File: src/rtl/read_bpm_test_link_pkg.sv
// Shared definitions for the BPM test link: header field layout, magic value,
// status codes and receive FSM states.
package read_bpm_test_link_pkg;
  localparam int          DEF_MAGIC_WIDTH     = 16;
  localparam int          DEF_MAGIC_START_BIT = 16;
  localparam int          DEF_INDEX_WIDTH     = 5;
  localparam int          DEF_INDEX_START_BIT = 10;
  localparam int          DEF_NUM_DATA_WORDS  = 3;
  localparam int          DEF_CNT_WIDTH       = 16;
  localparam logic [15:0] DEF_HEADER_MAGIC    = 16'hA5BE;

  localparam logic [1:0] ST_OK        = 2'd0;
  localparam logic [1:0] ST_BAD_MAGIC = 2'd1;
  localparam logic [1:0] ST_SHORT     = 2'd2;
  localparam logic [1:0] ST_LONG      = 2'd3;

  typedef enum logic [1:0] {S_HEADER, S_DATA, S_DISCARD} rx_state_t;
endpackage

File: src/rtl/read_bpm_test_link_sat_counter.sv
// Saturating up-counter; sticks at all-ones.
module read_bpm_test_link_sat_counter
  import read_bpm_test_link_pkg::*;
#(
  parameter int CNT_WIDTH = DEF_CNT_WIDTH
) (
  input  logic                 i_clk,
  input  logic                 i_rst,
  input  logic                 i_inc,
  output logic [CNT_WIDTH-1:0] o_cnt
);
  logic [CNT_WIDTH-1:0] r_cnt;

  always_ff @(posedge i_clk or posedge i_rst) begin
    if (i_rst)                      r_cnt <= '0;
    else if (i_inc && r_cnt != '1)  r_cnt <= r_cnt + CNT_WIDTH'(1);
  end

  assign o_cnt = r_cnt;
endmodule

File: src/rtl/read_bpm_test_link.sv
// Receive end of the BPM test link: validates header/length of Aurora stream packets,
// strobes out good packets, counts errors and tracks per-FA-cycle received indices.
module read_bpm_test_link
  import read_bpm_test_link_pkg::*;
#(
  parameter int                     MAGIC_WIDTH     = DEF_MAGIC_WIDTH,
  parameter int                     MAGIC_START_BIT = DEF_MAGIC_START_BIT,
  parameter int                     INDEX_WIDTH     = DEF_INDEX_WIDTH,
  parameter int                     INDEX_START_BIT = DEF_INDEX_START_BIT,
  parameter int                     NUM_DATA_WORDS  = DEF_NUM_DATA_WORDS,
  parameter logic [MAGIC_WIDTH-1:0] HEADER_MAGIC    = MAGIC_WIDTH'(DEF_HEADER_MAGIC),
  parameter int                     CNT_WIDTH       = DEF_CNT_WIDTH
) (
  input  logic                           auroraUserClk,
  input  logic                           auroraReset,
  input  logic                           auroraChannelUp,
  input  logic                           auroraFAstrobe,
  input  logic [31:0]                    BPM_TEST_AXI_STREAM_RX_tdata,
  input  logic                           BPM_TEST_AXI_STREAM_RX_tvalid,
  input  logic                           BPM_TEST_AXI_STREAM_RX_tlast,
  output logic                           BPM_TEST_AXI_STREAM_RX_tready,
  output logic                           packetStrobe,
  output logic [INDEX_WIDTH-1:0]         packetIndex,
  output logic [32*NUM_DATA_WORDS-1:0]   packetData,
  output logic                           statusStrobe,
  output logic [1:0]                     statusCode,
  output logic [CNT_WIDTH-1:0]           packetCount,
  output logic [CNT_WIDTH-1:0]           badMagicCount,
  output logic [CNT_WIDTH-1:0]           badSizeCount,
  output logic [2**INDEX_WIDTH-1:0]      indexBitmap
);
  localparam int              WC_W    = (NUM_DATA_WORDS > 1) ? $clog2(NUM_DATA_WORDS) : 1;
  localparam int              BM_W    = 2**INDEX_WIDTH;
  localparam logic [WC_W-1:0] LAST_WC = WC_W'(NUM_DATA_WORDS-1);

  rx_state_t                         r_state, w_nState;
  logic [WC_W-1:0]                   r_wcnt, w_wcntNext;
  logic [INDEX_WIDTH-1:0]            r_idx, r_pktIdx;
  logic [NUM_DATA_WORDS-1:0][31:0]   r_buf, r_pktData, w_pktData;
  logic                              r_pktStb, r_statStb;
  logic [1:0]                        r_statCode, w_code;
  logic [BM_W-1:0]                   r_acc, r_bitmap, w_accNext;
  logic                              w_beat, w_magicOk, w_evt, w_good, w_hdrLatch, w_store;
  logic [31:0]                       w_d;

  assign w_d       = BPM_TEST_AXI_STREAM_RX_tdata;
  assign w_beat    = BPM_TEST_AXI_STREAM_RX_tvalid & auroraChannelUp;
  assign w_magicOk = (w_d[MAGIC_START_BIT +: MAGIC_WIDTH] == HEADER_MAGIC);

  always_comb begin
    w_nState   = r_state;
    w_wcntNext = r_wcnt;
    w_evt      = 1'b0;
    w_code     = ST_OK;
    w_good     = 1'b0;
    w_hdrLatch = 1'b0;
    w_store    = 1'b0;
    if (!auroraChannelUp) begin
      // Link loss abandons any partial packet without reporting it.
      w_nState = S_HEADER;
    end else if (w_beat) begin
      case (r_state)
        S_HEADER: begin
          if (w_magicOk) begin
            if (BPM_TEST_AXI_STREAM_RX_tlast) begin
              w_evt  = 1'b1;
              w_code = ST_SHORT;
            end else begin
              w_nState   = S_DATA;
              w_wcntNext = '0;
              w_hdrLatch = 1'b1;
            end
          end else begin
            w_evt  = 1'b1;
            w_code = ST_BAD_MAGIC;
            if (!BPM_TEST_AXI_STREAM_RX_tlast) w_nState = S_DISCARD;
          end
        end
        S_DATA: begin
          w_store    = 1'b1;
          w_wcntNext = r_wcnt + WC_W'(1);
          if (r_wcnt == LAST_WC) begin
            w_evt = 1'b1;
            if (BPM_TEST_AXI_STREAM_RX_tlast) begin
              w_good   = 1'b1;
              w_code   = ST_OK;
              w_nState = S_HEADER;
            end else begin
              w_code   = ST_LONG;
              w_nState = S_DISCARD;
            end
          end else if (BPM_TEST_AXI_STREAM_RX_tlast) begin
            w_evt    = 1'b1;
            w_code   = ST_SHORT;
            w_nState = S_HEADER;
          end
        end
        S_DISCARD: if (BPM_TEST_AXI_STREAM_RX_tlast) w_nState = S_HEADER;
        default:   w_nState = S_HEADER;
      endcase
    end
  end

  // Final data word goes straight from the bus into the output register.
  always_comb begin
    w_pktData                   = r_buf;
    w_pktData[NUM_DATA_WORDS-1] = w_d;
  end

  assign w_accNext = r_acc | (w_good ? (BM_W'(1) << r_idx) : '0);

  always_ff @(posedge auroraUserClk or posedge auroraReset) begin
    if (auroraReset) begin
      r_state    <= S_HEADER;
      r_wcnt     <= '0;
      r_idx      <= '0;
      r_buf      <= '0;
      r_pktData  <= '0;
      r_pktIdx   <= '0;
      r_pktStb   <= 1'b0;
      r_statStb  <= 1'b0;
      r_statCode <= ST_OK;
      r_acc      <= '0;
      r_bitmap   <= '0;
    end else begin
      r_state   <= w_nState;
      r_wcnt    <= w_wcntNext;
      r_pktStb  <= w_good;
      r_statStb <= w_evt;
      if (w_hdrLatch) r_idx <= w_d[INDEX_START_BIT +: INDEX_WIDTH];
      if (w_store)    r_buf[r_wcnt] <= w_d;
      if (w_evt)      r_statCode <= w_code;
      if (w_good) begin
        r_pktData <= w_pktData;
        r_pktIdx  <= r_idx;
      end
      if (auroraFAstrobe) begin
        r_bitmap <= w_accNext;
        r_acc    <= '0;
      end else begin
        r_acc    <= w_accNext;
      end
    end
  end

  read_bpm_test_link_sat_counter #(.CNT_WIDTH(CNT_WIDTH)) u_cnt_pkt (
    .i_clk(auroraUserClk), .i_rst(auroraReset),
    .i_inc(w_evt && w_code == ST_OK), .o_cnt(packetCount));
  read_bpm_test_link_sat_counter #(.CNT_WIDTH(CNT_WIDTH)) u_cnt_magic (
    .i_clk(auroraUserClk), .i_rst(auroraReset),
    .i_inc(w_evt && w_code == ST_BAD_MAGIC), .o_cnt(badMagicCount));
  read_bpm_test_link_sat_counter #(.CNT_WIDTH(CNT_WIDTH)) u_cnt_size (
    .i_clk(auroraUserClk), .i_rst(auroraReset),
    .i_inc(w_evt && (w_code == ST_SHORT || w_code == ST_LONG)), .o_cnt(badSizeCount));

  assign BPM_TEST_AXI_STREAM_RX_tready = auroraChannelUp;
  assign packetStrobe = r_pktStb;
  assign packetIndex  = r_pktIdx;
  assign packetData   = r_pktData;
  assign statusStrobe = r_statStb;
  assign statusCode   = r_statCode;
  assign indexBitmap  = r_bitmap;
endmodule

File: config.mk
export PLATFORM = sky130hd
export DESIGN_NAME = read_bpm_test_link
export DESIGN_NICKNAME = d
export VERILOG_FILES = /design/src/rtl/read_bpm_test_link_pkg.sv /design/src/rtl/read_bpm_test_link_sat_counter.sv /design/src/rtl/read_bpm_test_link.sv
export SDC_FILE = /design/constraint.sdc
export NUM_CORES = 1
export LEC_CHECK = 0
export ABC_AREA = 1
export CORE_ASPECT_RATIO = 1.25
export CORE_MARGIN = 3
export CORE_UTILIZATION = 63
export CTS_BUF_LIST = sky130_fd_sc_hd__clkbuf_4 sky130_fd_sc_hd__clkbuf_8 sky130_fd_sc_hd__clkbuf_16
export DETAILED_ROUTE_END_ITERATION = 8
export DONT_BUFFER_PORTS = 1
export HOLD_SLACK_MARGIN = 0.06
export PLACE_DENSITY = 0.79
export RECOVER_POWER = 50
export SYNTH_ARGS = -nofsm -noshare
export SYNTH_HDL_FRONTEND = slang
export SYNTH_SLANG_ARGS = --single-unit
File: constraint.sdc
create_clock -name auroraUserClk -period 12.1 [get_ports auroraUserClk]
set_clock_uncertainty 0.1 [all_clocks]
set_input_delay 1.21 -clock auroraUserClk [delete_from_list [all_inputs] [get_ports auroraUserClk]]
set_output_delay 1.21 -clock auroraUserClk [all_outputs]
set_load 0.01 [all_outputs]
# Word level (Yosys, flattened, before mapping)
# Index checks and enable logic that the tools add are counted.
[totals]
reg_bits = 322
inputBits = 38
out_inout_bits = 186
word_cells = 96
[classes]
n_addsub = 4
magnitude_cmp = 2
n_eq_ne = 14
shifts = 1
muxes = 42
n_bitwise = 2
reduce_logical = 13
[ops]
columns = ["op", "count"]
rows = [
  ["$bwmux W96", 1],
  ["$mux W32", 3],
  ["$demux W32 S2", 1],
  ["$add A16 B1 Y16 const B", 3],
  ["$ne A16 B16 Y1 const B", 3],
  ["$mux W2", 16],
  ["$or A32 B32 Y32", 1],
  ["$shl A1 B5 Y32 const A", 1],
  ["$mux W1", 17],
  ["$eq A16 B16 Y1 const B", 1],
  ["$eq A2 B2 Y1 const B", 4],
  ["$pmux W2 S2", 2],
  ["$logic_and A1 B1 Y1", 7],
  ["$pmux W2 S3", 1],
  ["$reduce_and A5 Y1", 1],
  ["$eq A2 B1 Y1 const B", 2],
  ["$logic_not A2 Y1", 2],
  ["$ne A2 B2 Y1 const B", 2],
  ["$lt A2 B3 Y1 const B", 1],
  ["$ne A3 B3 Y1 const B", 1],
  ["$add A2 B1 Y2 const B", 1],
  ["$ge A2 B1 Y1 const B", 1],
  ["$ne A2 B1 Y1 const B", 1],
  ["$pmux W1 S2", 1],
  ["other kinds (4)", 4],
]

# Depth between registers and ports, before layout
# Gate-level depths: netlist of the first run.
[logic_depth]
depth_word = 9
mapped_depth = 13
mapped_depth_nobuf = 12

# Hierarchy
# Synthesis of the first run repeated with hierarchy kept, for this count alone.
[unflattened]
cells_unflattened = 1457
area_unflattened_um2 = 12519.5
[modules_own_cells]
columns = ["mod", "n_inst", "cells_each", "area_per_inst_um2", "seq_area_each_um2"]
rows = [
  ["read_bpm_test_link", 1, 1011, 9370.2, 6055.8],
  ["read_bpm_test_link_sat_counter (u_cnt_magic ...)", 2, 150, 1069.8, 400.4],
  ["read_bpm_test_link_sat_counter (u_cnt_size)", 1, 146, 1009.7, 400.4],
]

# Worst setup path before layout of the first run
# Ideal clock, no wire load.
[synth_timing]
path_type = "input port to output port"
start = "input port auroraChannelUp"
end = "output port BPM_TEST_AXI_STREAM_RX_tready"
t_arrival_ns = 1.329
required_ns = 10.790
slack_ns = 9.461
cell_stages = 1
n_path_buf = 1
path_cell_list = "buf_4"
[synth_lines]
columns = ["item", "line_no", "text"]
rows = [
  ["from (decl)", "read_bpm_test_link.sv:16", "input logic auroraChannelUp,"],
  ["to (decl)", "read_bpm_test_link.sv:21", "output logic BPM_TEST_AXI_STREAM_RX_tready,"],
]
# No word-level cell between the ends.

==> impl_metrics.ini, run 1 <==
[timing]
drv_slew = 267
timing.fmax_mhz = 191
min_period_ns = 5.24
rsz0062_at_grt = false
tns_ns = 0
tightest_slew_ns = 5.81
final.period_utilization_pct = 43.3
max_slew_margin_pct = -289
whs_ns = 0.367
hold_viol_final = 0
setup_viol = 0
finalWorstSetupSlack_ns = 6.86

[floorplan]
die-area_sq_mm = 0.0213
die_y_microns = 162
pin_count = 224
rows = 56
core_sq_mm = 0.0190
chipWidth_microns = 131
start_util_pct = 64.9

[critical_path]
critPathMaxFanout = 136
crit_required_ns = 12.52
slowest_stage = clkinvlp_2
crit_path_max_incr_delay_ns = 3.18
cp-end-kind = async pin
worst_ep_arrival_time_ns = 5.66
start_kind = input pin
worst-path-buf-inv = 2
cp_top_family = buffers and inverters
critPathKind = in -> async
crit_chain = clkinvlp_2 > buf_4

[power]
max-vdd-ir-drop_uv = 130
power_leakage_nw = 6.71
p_per_area_mw_per_mm2 = 148
pwr-share-seq_pct = 51.7
comb_power_share_pct = 4.1
swShare_pct = 22.6
p_int_mw = 1.53
p_sw_uw = 447
power_frac_clock_pct = 44.2

[clock_network]
cts-root-buf = clkbuf_16
post_cts_buffers = 0
clk_latency_ns = 0.53
clockBufferDepth = 3
hold_buffers = 0
cts_made_buffers = 28
cts_resized = 0
htree_levels = 1
clk_pin_slew_ns = 0.06
cts_tree = done
cts.sinks = 290

[layout]
num-fill-cells = 1451
drive_gt1_share_pct = 4.92
nNetsFinal = 1431
final_util_pct = 70.1
area_delta_synth_final_pct = 8.03
finalInstanceArea_sq_mm = 0.0133
diodes = 0

[logic_synthesis]
synth.avg_cell_area_sq_um = 8.75
syn_nets = 1456
syn_inst = 1409
yosys.cell_types.count = 30
yosysSeqAreaShare_pct = 58.9
synth_area_sq_mm = 0.0123
ys_ff_latch = 290
yosys_warnings = 0

[global_route]
grt_max_degree = 137
track_usage_pct = 24.4
antenna_found_initial = 0
grt_pass1_vias = 8700
grt_remaining_overflow = 0
grt_pass1_wl_microns = 43400

[flow_run]
maxCapViolations = 3

[route]
routed_wirelength_microns = 26100
drc_errors = 0
via_per_inst = 5.34
wl_per_cell_microns = 15.7
drtIter0Drc = 603
vias = 8877
ant_nets = 0
drt_first_pass_iters = 4

[placed_design]
place_hpwl_microns = 17300
place_congestion = 0.911
numPortBuffers = 0
dp_slack_ns = 8.03
placed_cell_area_sq_mm = 0.0124

[min_path]
hold_class = reg -> reg

[run_status]
failed_checks = capacitance limit, slew limit
status = finished with violations
## flip-flops by register name, indices dropped and copies added, names as in the netlist
name,flops
r_buf,64
packetStrobe,1
packetData,96
packetIndex,5
u_cnt_pkt.o_cnt,16
r_idx,5
u_cnt_magic.o_cnt,16
r_wcnt,2
u_cnt_size.o_cnt,16
indexBitmap,32
statusCode,2
statusStrobe,1
r_state,2
r_acc,32
## stage by stage
| stage | power (mW) | instances |
|---|---|---|
| finish | 1.97 | 1663 |
| global route | 2.05 | 1663 |
| CTS | 1.99 | 1663 |
| detailed placement | 1.12 | 1615 |
| global placement | 1.12 | 1615 |
| floorplan | 1.10 | 1409 |
## metal layers
layer / track usage [%] / part of all wire, %
met1: 31.4 / 41
met2: 40.5 / 48
met3: 7.05 / 7.4
met4: 7.98 / 3.0
met5: 0 / 0
## Yosys cell counts
cell type | number | share of area [%]
nand2_4 | 3 | 0.27
o21ai_2 | 1 | 0.071
nand3_1 | 65 | 2.6
nand4_1 | 7 | 0.36
clkbuf_1 | 37 | 1.1
buf_2 | 14 | 0.57
nor4_2 | 1 | 0.10
buf_4 | 5 | 0.30
o21ai_0 | 111 | 4.5
inv_2 | 6 | 0.18
o21bai_1 | 32 | 1.9
nor2_2 | 1 | 0.051
nor2_1 | 115 | 3.5
o32ai_1 | 1 | 0.071
o31ai_1 | 1 | 0.061
clkinv_1 | 2 | 0.061
nand2_2 | 4 | 0.20
nand2_1 | 482 | 15
a21oi_2 | 1 | 0.071
nand3b_1 | 1 | 0.061
nor3_1 | 17 | 0.69
a21oi_1 | 33 | 1.3
dfrtp_1 | 290 | 59
inv_1 | 120 | 3.7
buf_6 | 2 | 0.18
a21boi_1 | 1 | 0.061
ha_1 | 9 | 0.91
xor2_1 | 29 | 2.1
nor2_4 | 5 | 0.46
xnor2_1 | 13 | 0.92
## layout by cell type, fill, tap and decap left out, drive strengths merged, types with 3 or more instances in the layout
master    instances
nand2           489
dfrtp           290
inv             125
nor2            121
o21ai           112
nand3            65
a21oi            34
clkbuf           33
o21bai           32
xor2             29
nor3             17
xnor2            13
clkinv           12
ha                9
nand4             7
bufinv            3
buf               3
clkinvlp          3
## power by group through the flow
| stage | clock network [mW] | logic (mW) | registers (mW) |
|---|---|---|---|
| 6_report | 0.873 | 0.0800 | 1.02 |
| 5_1_grt | 0.931 | 0.0938 | 1.02 |
| 4_1_cts | 0.889 | 0.0840 | 1.02 |
| 3_5_place_dp | 0 | 0.0833 | 1.04 |
| 3_3_place_gp | 0 | 0.0792 | 1.04 |
| 2_1_floorplan | 0 | 0.0679 | 1.03 |
## worst paths after layout
path	depth (start not counted)	endpoint	slack [ns]	startpoint
max	2	packetData[46]	6.86	auroraReset
min in group asynchronous	1	r_acc[13]	2.26	auroraReset
min reg2reg	2	packetData[56]	0.37	r_buf[56]
max in group auroraUserClk	8	indexBitmap[24]	7.79	BPM_TEST_AXI_STREAM_RX_tvalid
min	2	packetData[56]	0.37	r_buf[56]
max reg2reg	9	indexBitmap[24]	7.92	r_state[1]
## logic make-up after synthesis
family / after synthesis / share of synthesized area, %
buf+inv: 186 / 6.08
compound gates: 181 / 8.13
simple gates: 701 / 23.0
fa+ha+maj: 9 / 0.914
flops: 290 / 58.9
xor+xnor: 42 / 2.98
## layout make-up
class	count	area [sq um]	area share, %
sequential	290	7260	54.5
inverter	128	482	3.62
clock buffer	33	768	5.77
tap	261	327	2.45
multi-input combinational	933	4300	32.3
timing repair buffer	3	22.5	0.169
clock inverter	15	159	1.19
(Power assumes the default switching activity.)
==> run 2: changes to the inputs <==
Settings changed: CORE_UTILIZATION 63 to 57, PLACE_DENSITY 0.79 to 0.75.
Clock period 12.1 ns to 4.8 ns, I/O delays scaled along.
==> impl_metrics.ini, run 2 (same netlist as run 1, synthesis figures left out) <==
[run_status]
status = finished with violations
failed_checks = capacitance limit, slew limit

[critical_path]
worst-path-buf-inv = 3
crit_path_max_incr_delay_ns = 1.54
crit_required_ns = 4.91
critPathMaxFanout = 158
worst_ep_arrival_time_ns = 3.13
cp-end-kind = async pin
cp_top_family = buffers and inverters
critPathKind = in -> async
crit_chain = dlygate4sd3_1 > clkinvlp_2 > clkbuf_4
slowest_stage = clkbuf_4
start_kind = input pin

[floorplan]
pin_count = 224
die-area_sq_mm = 0.0234
start_util_pct = 58.6
chipWidth_microns = 138
rows = 59
die_y_microns = 170
core_sq_mm = 0.0210

[power]
max-vdd-ir-drop_uv = 311
p_per_area_mw_per_mm2 = 377
power_leakage_nw = 6.86

[timing]
drv_slew = 159
min_period_ns = 3.03
tightest_slew_ns = 2.12
tns_ns = 0
rsz0062_at_grt = false
finalWorstSetupSlack_ns = 1.77
hold_viol_final = 0
timing.fmax_mhz = 330
setup_viol = 0
final.period_utilization_pct = 63.0
max_slew_margin_pct = -41.5

[clock_network]
clk_latency_ns = 0.53
cts_tree = done
clockBufferDepth = 3
cts.sinks = 290
htree_levels = 1
cts_made_buffers = 27
cts-root-buf = clkbuf_16
clk_pin_slew_ns = 0.07

[route]
ant_nets = 0
wl_per_cell_microns = 15.9
via_per_inst = 5.30
routed_wirelength_microns = 27000
drt_first_pass_iters = 5
drc_errors = 0
drtIter0Drc = 584
vias = 9025

[layout]
area_delta_synth_final_pct = 11.2
largest_reg_flops = 96
multi_input_area_sq_mm = 0.00432
diodes = 0
nNetsFinal = 1456
num-fill-cells = 1716
layout_common_cells = 480 x nand2_1, 290 x dfrtp_1, 119 x inv_1
final_common_cell = nand2_1
drive_gt1_share_pct = 5.53
regArea_sq_mm = 0.00726

[global_route]
grt_remaining_overflow = 0
grt_max_degree = 159
grt_pass1_wl_microns = 43900
gr-usage-met3_pct = 6.51
grt_pass1_vias = 8808
use_met1_pct = 29.9
track_usage_pct = 22.8
top_usage_layer = met2
antenna_found_initial = 0
grtUsageMet2_pct = 37.7

[placed_design]
numPortBuffers = 0
place_hpwl_microns = 17500
dp_slack_ns = 2.28
place_congestion = 0.897

[flow_run]
maxCapViolations = 1

[min_path]
hold_class = in -> reg
-- run 2: what timing repair did --
action                                 CTS  global route
hold buffers                            25             0
gates resized for setup                  0             0
setup buffers                            0             0
endpoints found under the hold margin  127             0
-- run 2: final timing paths --
| check | slack (ns) | from | cells past startpoint | to |
|---|---|---|---|---|
| max | 1.77 | auroraReset | 3 | statusCode[1] |
| min in group asynchronous | 0.31 | auroraReset | 2 | packetData[35] |
| max in group auroraUserClk | 2.07 | r_wcnt[0] | 6 | packetData[90] |
| min | 0.07 | BPM_TEST_AXI_STREAM_RX_tdata[16] | 2 | r_buf[16] |
| min reg2reg | 0.37 | r_buf[11] | 2 | packetData[11] |
| max reg2reg | 2.07 | r_wcnt[0] | 6 | packetData[90] |
-- run 2: power by group --
group          leakage (nW)  internal [mW]  switching, mW
combinational          2.38         0.0736          0.161
clock                 0.489           1.44          0.917
sequential             3.99           2.49         0.0799
-- run 2: metrics by stage --
step	hold WS [ns]	power, mW	instances	area (sq um)	util (%)
2_1_floorplan	0.342	2.77	1409	12300	-
3_3_place_gp	0.212	2.82	1629	12500	59.3
3_5_place_dp	0.217	2.83	1629	12500	59.3
4_1_cts	0.0608	5.22	1703	13700	65.3
5_1_grt	0.0673	5.37	1703	13700	65.1
6_report	0.0712	5.17	1703	13700	65.1
-- run 2: per-layer routing --
| layer | part of all wire [%] | vias up |
|---|---|---|
| met5 | 0 | - |
| met4 | 2.1 | 0 |
| met3 | 8.9 | 48 |
| met2 | 48 | 272 |
| met1 | 41 | 4309 |
| li1 | - | 4396 |
-- run 2: cell type report --
cell class / instances / share of cell area [%]
clock inverters: 18 / 2.03
multi-input cells: 933 / 31.6
well taps: 274 / 2.50
clock buffers: 31 / 5.19
flip-flops and latches: 290 / 52.9
inverters: 128 / 3.51
repair buffers: 29 / 2.26
==> run 3: changes to the inputs <==
Settings changed: CORE_UTILIZATION 57 to 63, PLACE_DENSITY 0.75 to 0.79.
Clock period 4.8 ns to 2.9 ns, I/O delays scaled along.
==> impl_metrics.ini, run 3 (same netlist as run 1, synthesis figures left out) <==
[run_status]
status = finished with violations
failed_checks = capacitance limit, slew limit

[timing]
rsz0062_at_grt = false
setup_viol = 0
final.period_utilization_pct = 91.2
timing.fmax_mhz = 378
drv_slew = 33
tns_ns = 0
min_period_ns = 2.65
max_slew_margin_pct = -19.3
hold_viol_final = 0
tightest_slew_ns = 1.78
whs_ns = 0.116

[layout]
layout_common_cells = 479 x nand2_1, 290 x dfrtp_1, 119 x inv_1
diodes = 0
final_cell_count_no_fill = 1714
nNetsFinal = 1480
largest_reg_flops = 96
final_common_cell = nand2_1
finalInstanceArea_sq_mm = 0.0140
drive_gt1_share_pct = 6.06
area_delta_synth_final_pct = 13.9

[clock_network]
cts.sinks = 290
post_cts_buffers = 0
clockBufferDepth = 3
clk_pin_slew_ns = 0.07
htree_levels = 1
cts_made_buffers = 28
cts-root-buf = clkbuf_16
clk_latency_ns = 0.53
cts_tree = done
cts_resized = 0

[global_route]
grt_pass1_wl_microns = 47400
antenna_found_initial = 0
track_usage_pct = 26.9
grt_remaining_overflow = 0
grt_pass1_vias = 9293
grt_max_degree = 131

[floorplan]
rows = 56
die-area_sq_mm = 0.0213
start_util_pct = 64.9
core_sq_mm = 0.0190
die_y_microns = 162
chipWidth_microns = 131
pin_count = 224

[placed_design]
dp_cells = 1623
placed_cell_area_sq_mm = 0.0126
place_hpwl_microns = 18000
place_congestion = 0.879
numPortBuffers = 0

[power]
p_per_area_mw_per_mm2 = 625
total_power_mw = 8.78
power_leakage_nw = 7.03
max-vdd-ir-drop_uv = 720

[route]
ant_nets = 0
drtIter0Drc = 569
routed_wirelength_microns = 28400
wl_per_cell_microns = 16.6
drc_errors = 0
drt_first_pass_iters = 5
vias = 9264
via_per_inst = 5.40

[critical_path]
crit_required_ns = 3.26
critPathKind = reg -> reg
worst_ep_arrival_time_ns = 3.01
start_kind = register
critPathMaxFanout = 16
cp-end-kind = register
reg2reg_depth = 10

[min_path]
hold_class = in -> reg
min_path_cells = 5

[flow_run]
maxCapViolations = 1
-- run 3: cell count changes in the layout (fill, tap and decap cells not counted), sizes merged --
cell | previous run | this run
buf | 4 | 11
clkinvlp | 3 | 4
dlygate4sd3 | 24 | 40
inv | 126 | 125
clkbuf | 32 | 36
clkinv | 10 | 7
-- run 3: critical path: stages (launching register included) --
cell	delay [ns]
dfrtp_1	0.38
inv_1	0.11
ha_1	0.27
ha_1	0.24
nand2_4	0.12
nor2_1	0.12
inv_1	0.24
o21bai_1	0.24
inv_1	0.09
nor2_1	0.11
dlygate4sd3_1	0.56
-- run 3: cell type report --
type                    instances  area (sq um)
inverters                     128           482
well taps                     261           327
multi-input cells             933          4330
repair buffers                 52           586
clock inverters                15           265
flip-flops and latches        290          7260
fillers                      1320          4940
clock buffers                  35           796
-- run 3: per-stage QoR --
stage	utilization, %	setup slack, ns
3_3_place_gp	66.2	0.450
2_1_floorplan	-	-1.34
3_5_place_dp	66.2	0.332
4_1_cts	74.0	0.255
5_1_grt	74.0	0.0571
6_report	74.0	0.255
-- run 3: metal layers --
| layer | global-route usage [%] | up-vias | part of all wire (%) |
|---|---|---|---|
| met5 | 0 | - | 0 |
| met3 | 6.40 | 51 | 7.1 |
| met4 | 7.16 | 0 | 2.3 |
| met1 | 33.6 | 4491 | 40 |
| li1 | - | 4434 | - |
| met2 | 47.5 | 288 | 51 |
-- run 3: what timing repair did --
| action | 4_1_cts | 5_1_grt |
|---|---|---|
| endpoints found under the setup margin | 0 | 0 |
| hold buffers | 41 | 0 |
| hold endpoints to repair | 199 | 0 |
-- run 3: final timing paths --
| check | from | endpoint | slack [ns] |
|---|---|---|---|
| max in group asynchronous | auroraReset | packetData[86] | 0.53 |
| min in group asynchronous | auroraReset | packetData[94] | 0.60 |
| worst max register to register | r_wcnt[0] | r_acc[10] | 0.25 |
| worst max-delay path | r_wcnt[0] | r_acc[10] | 0.25 |
| worst min register to register | r_buf[40] | packetData[40] | 0.37 |
| worst min-delay path | BPM_TEST_AXI_STREAM_RX_tlast | r_state[0] | 0.12 |
-- run 3: where the power goes --
part | switching [mW] | internal (mW)
clock network | 1.53 | 2.57
logic | 0.276 | 0.146
registers | 0.134 | 4.13
==> edit 1: new RTL, flow settings as in run 1 <==
Remove the register `r_statStb`: a continuous assignment takes its place, so the output `statusStrobe` follows one clock earlier.
--- a/src/rtl/read_bpm_test_link.sv
+++ b/src/rtl/read_bpm_test_link.sv
@@ -120,3 +120,2 @@
       r_pktStb   <= 1'b0;
-      r_statStb  <= 1'b0;
       r_statCode <= ST_OK;
@@ -128,3 +127,2 @@
       r_pktStb  <= w_good;
-      r_statStb <= w_evt;
       if (w_hdrLatch) r_idx <= w_d[INDEX_START_BIT +: INDEX_WIDTH];
@@ -144,2 +142,4 @@
   end
+
+  assign r_statStb = w_evt;
 
Behaviour: not the same (a bounded check fails within 4 cycles, from zero or initial values and one cycle with auroraReset high).
==> edit 1 against run 1 <==
  * Sequential power about the same
  * Clock power down 8.7%
  * Critical path depth unchanged
  * Setup slack better by 0.051 ns
  * Area after synthesis down 0.20%
  * Design area down 0.85%
  * Sequential cell count down 1
  * The run still ends with capacitance limit, slew limit left
  * Routed wire length up 1.5%
  * Power down 4.0%
  * Highest routed layer unchanged
==> edit 1: results (changes against run 1) <==
* Run status: finished with violations
* Failing checks: capacitance limit, slew limit
* Clock buf count at 41 (+24%)
* First-pass GRT wire length at 43200 um (-0.44%)
* Vias in the first global route at 8664 (-0.41%)
* FILL cells at 1475 (+1.7%)
* LEAKAGE at 6.65 nW (-0.87%)
* Worst r2r src: r_wcnt[0]$_DFFE_PP0P_
* Maximum vdd drop at 0.161 mV (+24%)
* FF-to-FF setup slack at 8.81 ns (+0.89 ns)
* Worst Path Arrival at 5.60 ns (-0.06 ns)
* Total GRT Usage at 0.249 (+0.00502)
* Crit path max fanout at 135 (-0.74%)
* Worst-margin pin slew at 5.72 ns (-0.0902 ns)
* First drt pass iteration count at 5 (+1)
* Post-Syn Instances at 1408 (-0.071%)
* Multi-input logic area at 4300 um^2 (about the same)
* Max cap viols at 3 (unchanged)
* Synth Area in Compound Gates at 0.0815 (+0.000165)
* Commonest cells post-synth: nand2_1, dfrtp_1, inv_1
* Syn Nets at 1455 (-0.069%)
* Sequential area share after synthesis at 0.588 (-0.000837)
* Cts bufs inserted at 27 (-3.6%)
* Post-Synth Adder-Cell Area at 0.00915 (+0.0000186)
* Max stage delay on crit path at 3.16 ns (-0.02 ns)
* Crit path to: r_acc[24]$_DFF_PP0_
* Max-slew violations at 266 (-0.37%)
* WL per Instance at 16.0 um (+1.7%)
* Top cells by area, synth: dfrtp_1, nand2_1, o21ai_0
* Seq cells post-synth at 289 (-0.34%)
* FF-to-FF End: indexBitmap[28]$_DFFE_PP0P_
* Vias per inst at 5.36 (+0.49%)
* FF/Latch Area at 7230 um^2 (-0.34%)
* Fin cells at 1659 (-0.24%)
* Data buffer area share at 0.00171 (+0.0000144)
* Gpl congestion at 0.888 (-2.5%)
* Area after DPL at 12400 um^2 (-0.20%)
* Min-delay src: r_buf[10]$_DFFE_PP0P_
* Worst Hold End: packetData[10]$_DFFE_PP0P_
* Inst Count DP at 1614 (-0.062%)
edit 1: changes by cell type in the layout (fill, tap and decap cells not counted), sizes merged:
cell and change:
clkbuf +8, bufinv -3, clkinv -8, dfrtp -1
edit 1: metal layers:
metal | GRT usage | wire length [um] | up-vias
met1 | 0.326 | 10800 | 4261
met3 | 0.0674 | 2130 | 50
met5 | 0 | 0 | -
li1 | - | - | 4329
met2 | 0.404 | 12600 | 259
met4 | 0.0823 | 861 | 0
edit 1: cells by family after synthesis:
group | Yosys count
simple gates | 701
flops | 289
buf+inv | 186
compound gates | 181
xor+xnor | 42
fa+ha+maj | 9
edit 1: metrics by stage:
step / utilization / hold WS [ns]
finish: 0.695 / 0.363
global route: 0.695 / 0.394
CTS: 0.697 / 0.361
detailed placement: 0.653 / 0.350
global placement: 0.653 / 0.348
floorplan: - / 0.342
edit 1: power by group:
part	switching (mW)	internal, mW
Combinational	0.0574	0.0225
Sequential	0.0318	0.986
Clock	0.337	0.460
==> edit 2: new RTL, config.mk and constraints of run 1 <==
Without the edit above. The package constant `DEF_INDEX_WIDTH` goes from 5 to 4.
--- a/src/rtl/read_bpm_test_link_pkg.sv
+++ b/src/rtl/read_bpm_test_link_pkg.sv
@@ -5,3 +5,3 @@
   localparam int          DEF_MAGIC_START_BIT = 16;
-  localparam int          DEF_INDEX_WIDTH     = 5;
+  localparam int          DEF_INDEX_WIDTH     = 4;
   localparam int          DEF_INDEX_START_BIT = 10;
Ports: changed (resized indexBitmap and packetIndex); port bits go from 224 to 207. The function was not compared with the original's and may differ.
==> edit 2 against run 1 <==
  * The run still ends with capacitance limit, slew limit left
  * Design area is 11% lower
  * Via count is 8.3% lower
  * Routed wire length is 7.6% lower
  * Cell count is 11% lower
  * Area after synthesis is 11% lower
  * Sequential power is 12% lower
  * Hold slack worse by 0.013 ns
  * Sequential cell count is 34 lower
  * Setup slack worse by 1.1 ns
  * Power is 13% lower
  * Largest cell class unchanged
==> edit 2: results (changes against run 1) <==
* Run status: finished with violations
* Failing checks: capacitance limit, slew limit
* Post-Synth Adder-Cell Area at 0.0103 (+0.00112)
* Layout cell share with drive strength beyond 1 at 0.0564 (+0.00722)
* Fmax at 0.157 GHz (-18%)
* FF-to-FF setup slack at 8.23 ns (+0.31 ns)
* Gpl congestion at 0.885 (-2.9%)
* Max cap viols at 3 (unchanged)
* Worst Path Arrival at 6.23 ns (+0.57 ns)
* Initial DRC count at 503 (-17%)
* Maximum vdd drop at 0.119 mV (-8.3%)
* Final-stage net count at 1287 (-10%)
* Cts bufs inserted at 25 (-11%)
* FF-to-FF End: indexBitmap[9]$_DFFE_PP0P_
* Relative slew slack at -2.27 (+0.624)
* Largest net degree at the start of global routing at 116 (-15%)
* Clock latency on the worst-skew pair at 0.51 ns (-0.02 ns)
* Commonest cells post-synth: nand2_1, dfrtp_1, o21ai_0
* Worst Hold End: packetData[11]$_DFFE_PP0P_
* Max stage delay on crit path at 2.67 ns (-0.51 ns)
* Synth Area in Compound Gates at 0.0800 (-0.00132)
* LEAKAGE at 6.14 nW (-8.4%)
* Area after DPL at 11100 um^2 (-11%)
* Sequential area share after synthesis at 0.583 (-0.00536)
* Vias per inst at 5.51 (+3.2%)
* Max-slew violations at 232 (-13%)
* Dpl hpwl at 15700 um (-9.4%)
* Crit path to: packetData[95]$_DFFE_PP0P_
* Cell count of the worst reg-to-reg path at 10 (+1)
* Min-delay src: r_buf[11]$_DFFE_PP0P_
* First-pass GRT wire length at 39600 um (-8.7%)
* Worst r2r src: r_wcnt[0]$_DFFE_PP0P_
* Post-synth cell types at 39 (+30%)
==> edit 2: cell types whose count changed after synthesis, sizes merged, moves of 5 or more <==
cell	delta
o21ai	+28
inv	-19
nand2	-5
nor2	-64
clkbuf	-11
a21oi	-30
dfrtp	-34
xor2	-5
o31ai	+7
o21bai	-25
==> edit 2: kinds of logic (layout without fill, tap and decap cells) <==
kind of cell	Yosys count	count (layout)
XOR/XNOR	40	40
buffers and inverters	157	156
adder cells (fa/ha/maj)	9	9
AND/OR/NAND/NOR	633	633
flip-flops	256	256
AO/OA/AOI/OAI	164	164
==> edit 2: tightest hold or removal path, delay by kind of cell, from the launching register on <==
kind / cells / cell delay, ns
flops: 1 / 0.34
simple gates: 2 / 0.09
==> edit 2: power breakdown <==
part	switching (mW)	internal [mW]
combinational	0.0516	0.0192
clock	0.316	0.442
sequential	0.0255	0.873
total	0.393	1.33
==> edit 2: layer usage <==
layer	track usage	up-vias	share of wire
li1	-	3920	-
met5	0	-	0
met1	0.339	3941	0.40
met3	0.0611	41	0.079
met4	0.0647	0	0.022
met2	0.421	236	0.50
==> edit 2: layout make-up <==
type | count | area (um^2) | share of cell area
Timing Repair Buffer | 4 | 26.3 | 0.00221
Sequential cell | 256 | 6410 | 0.539
Clock buffer | 36 | 771 | 0.0649
Tap cell | 220 | 275 | 0.0232
Multi-Input combinational cell | 846 | 3940 | 0.332
Clock inverter | 9 | 57.6 | 0.00485
Inverter | 107 | 403 | 0.0339
==> edit 2: metrics by stage <==
step / cells / hold WS [ns]
4_1_cts: 1478 / 0.367
3_3_place_gp: 1433 / 0.347
5_1_grt: 1478 / 0.378
6_report: 1478 / 0.354
2_1_floorplan: 1259 / 0.342
3_5_place_dp: 1433 / 0.352
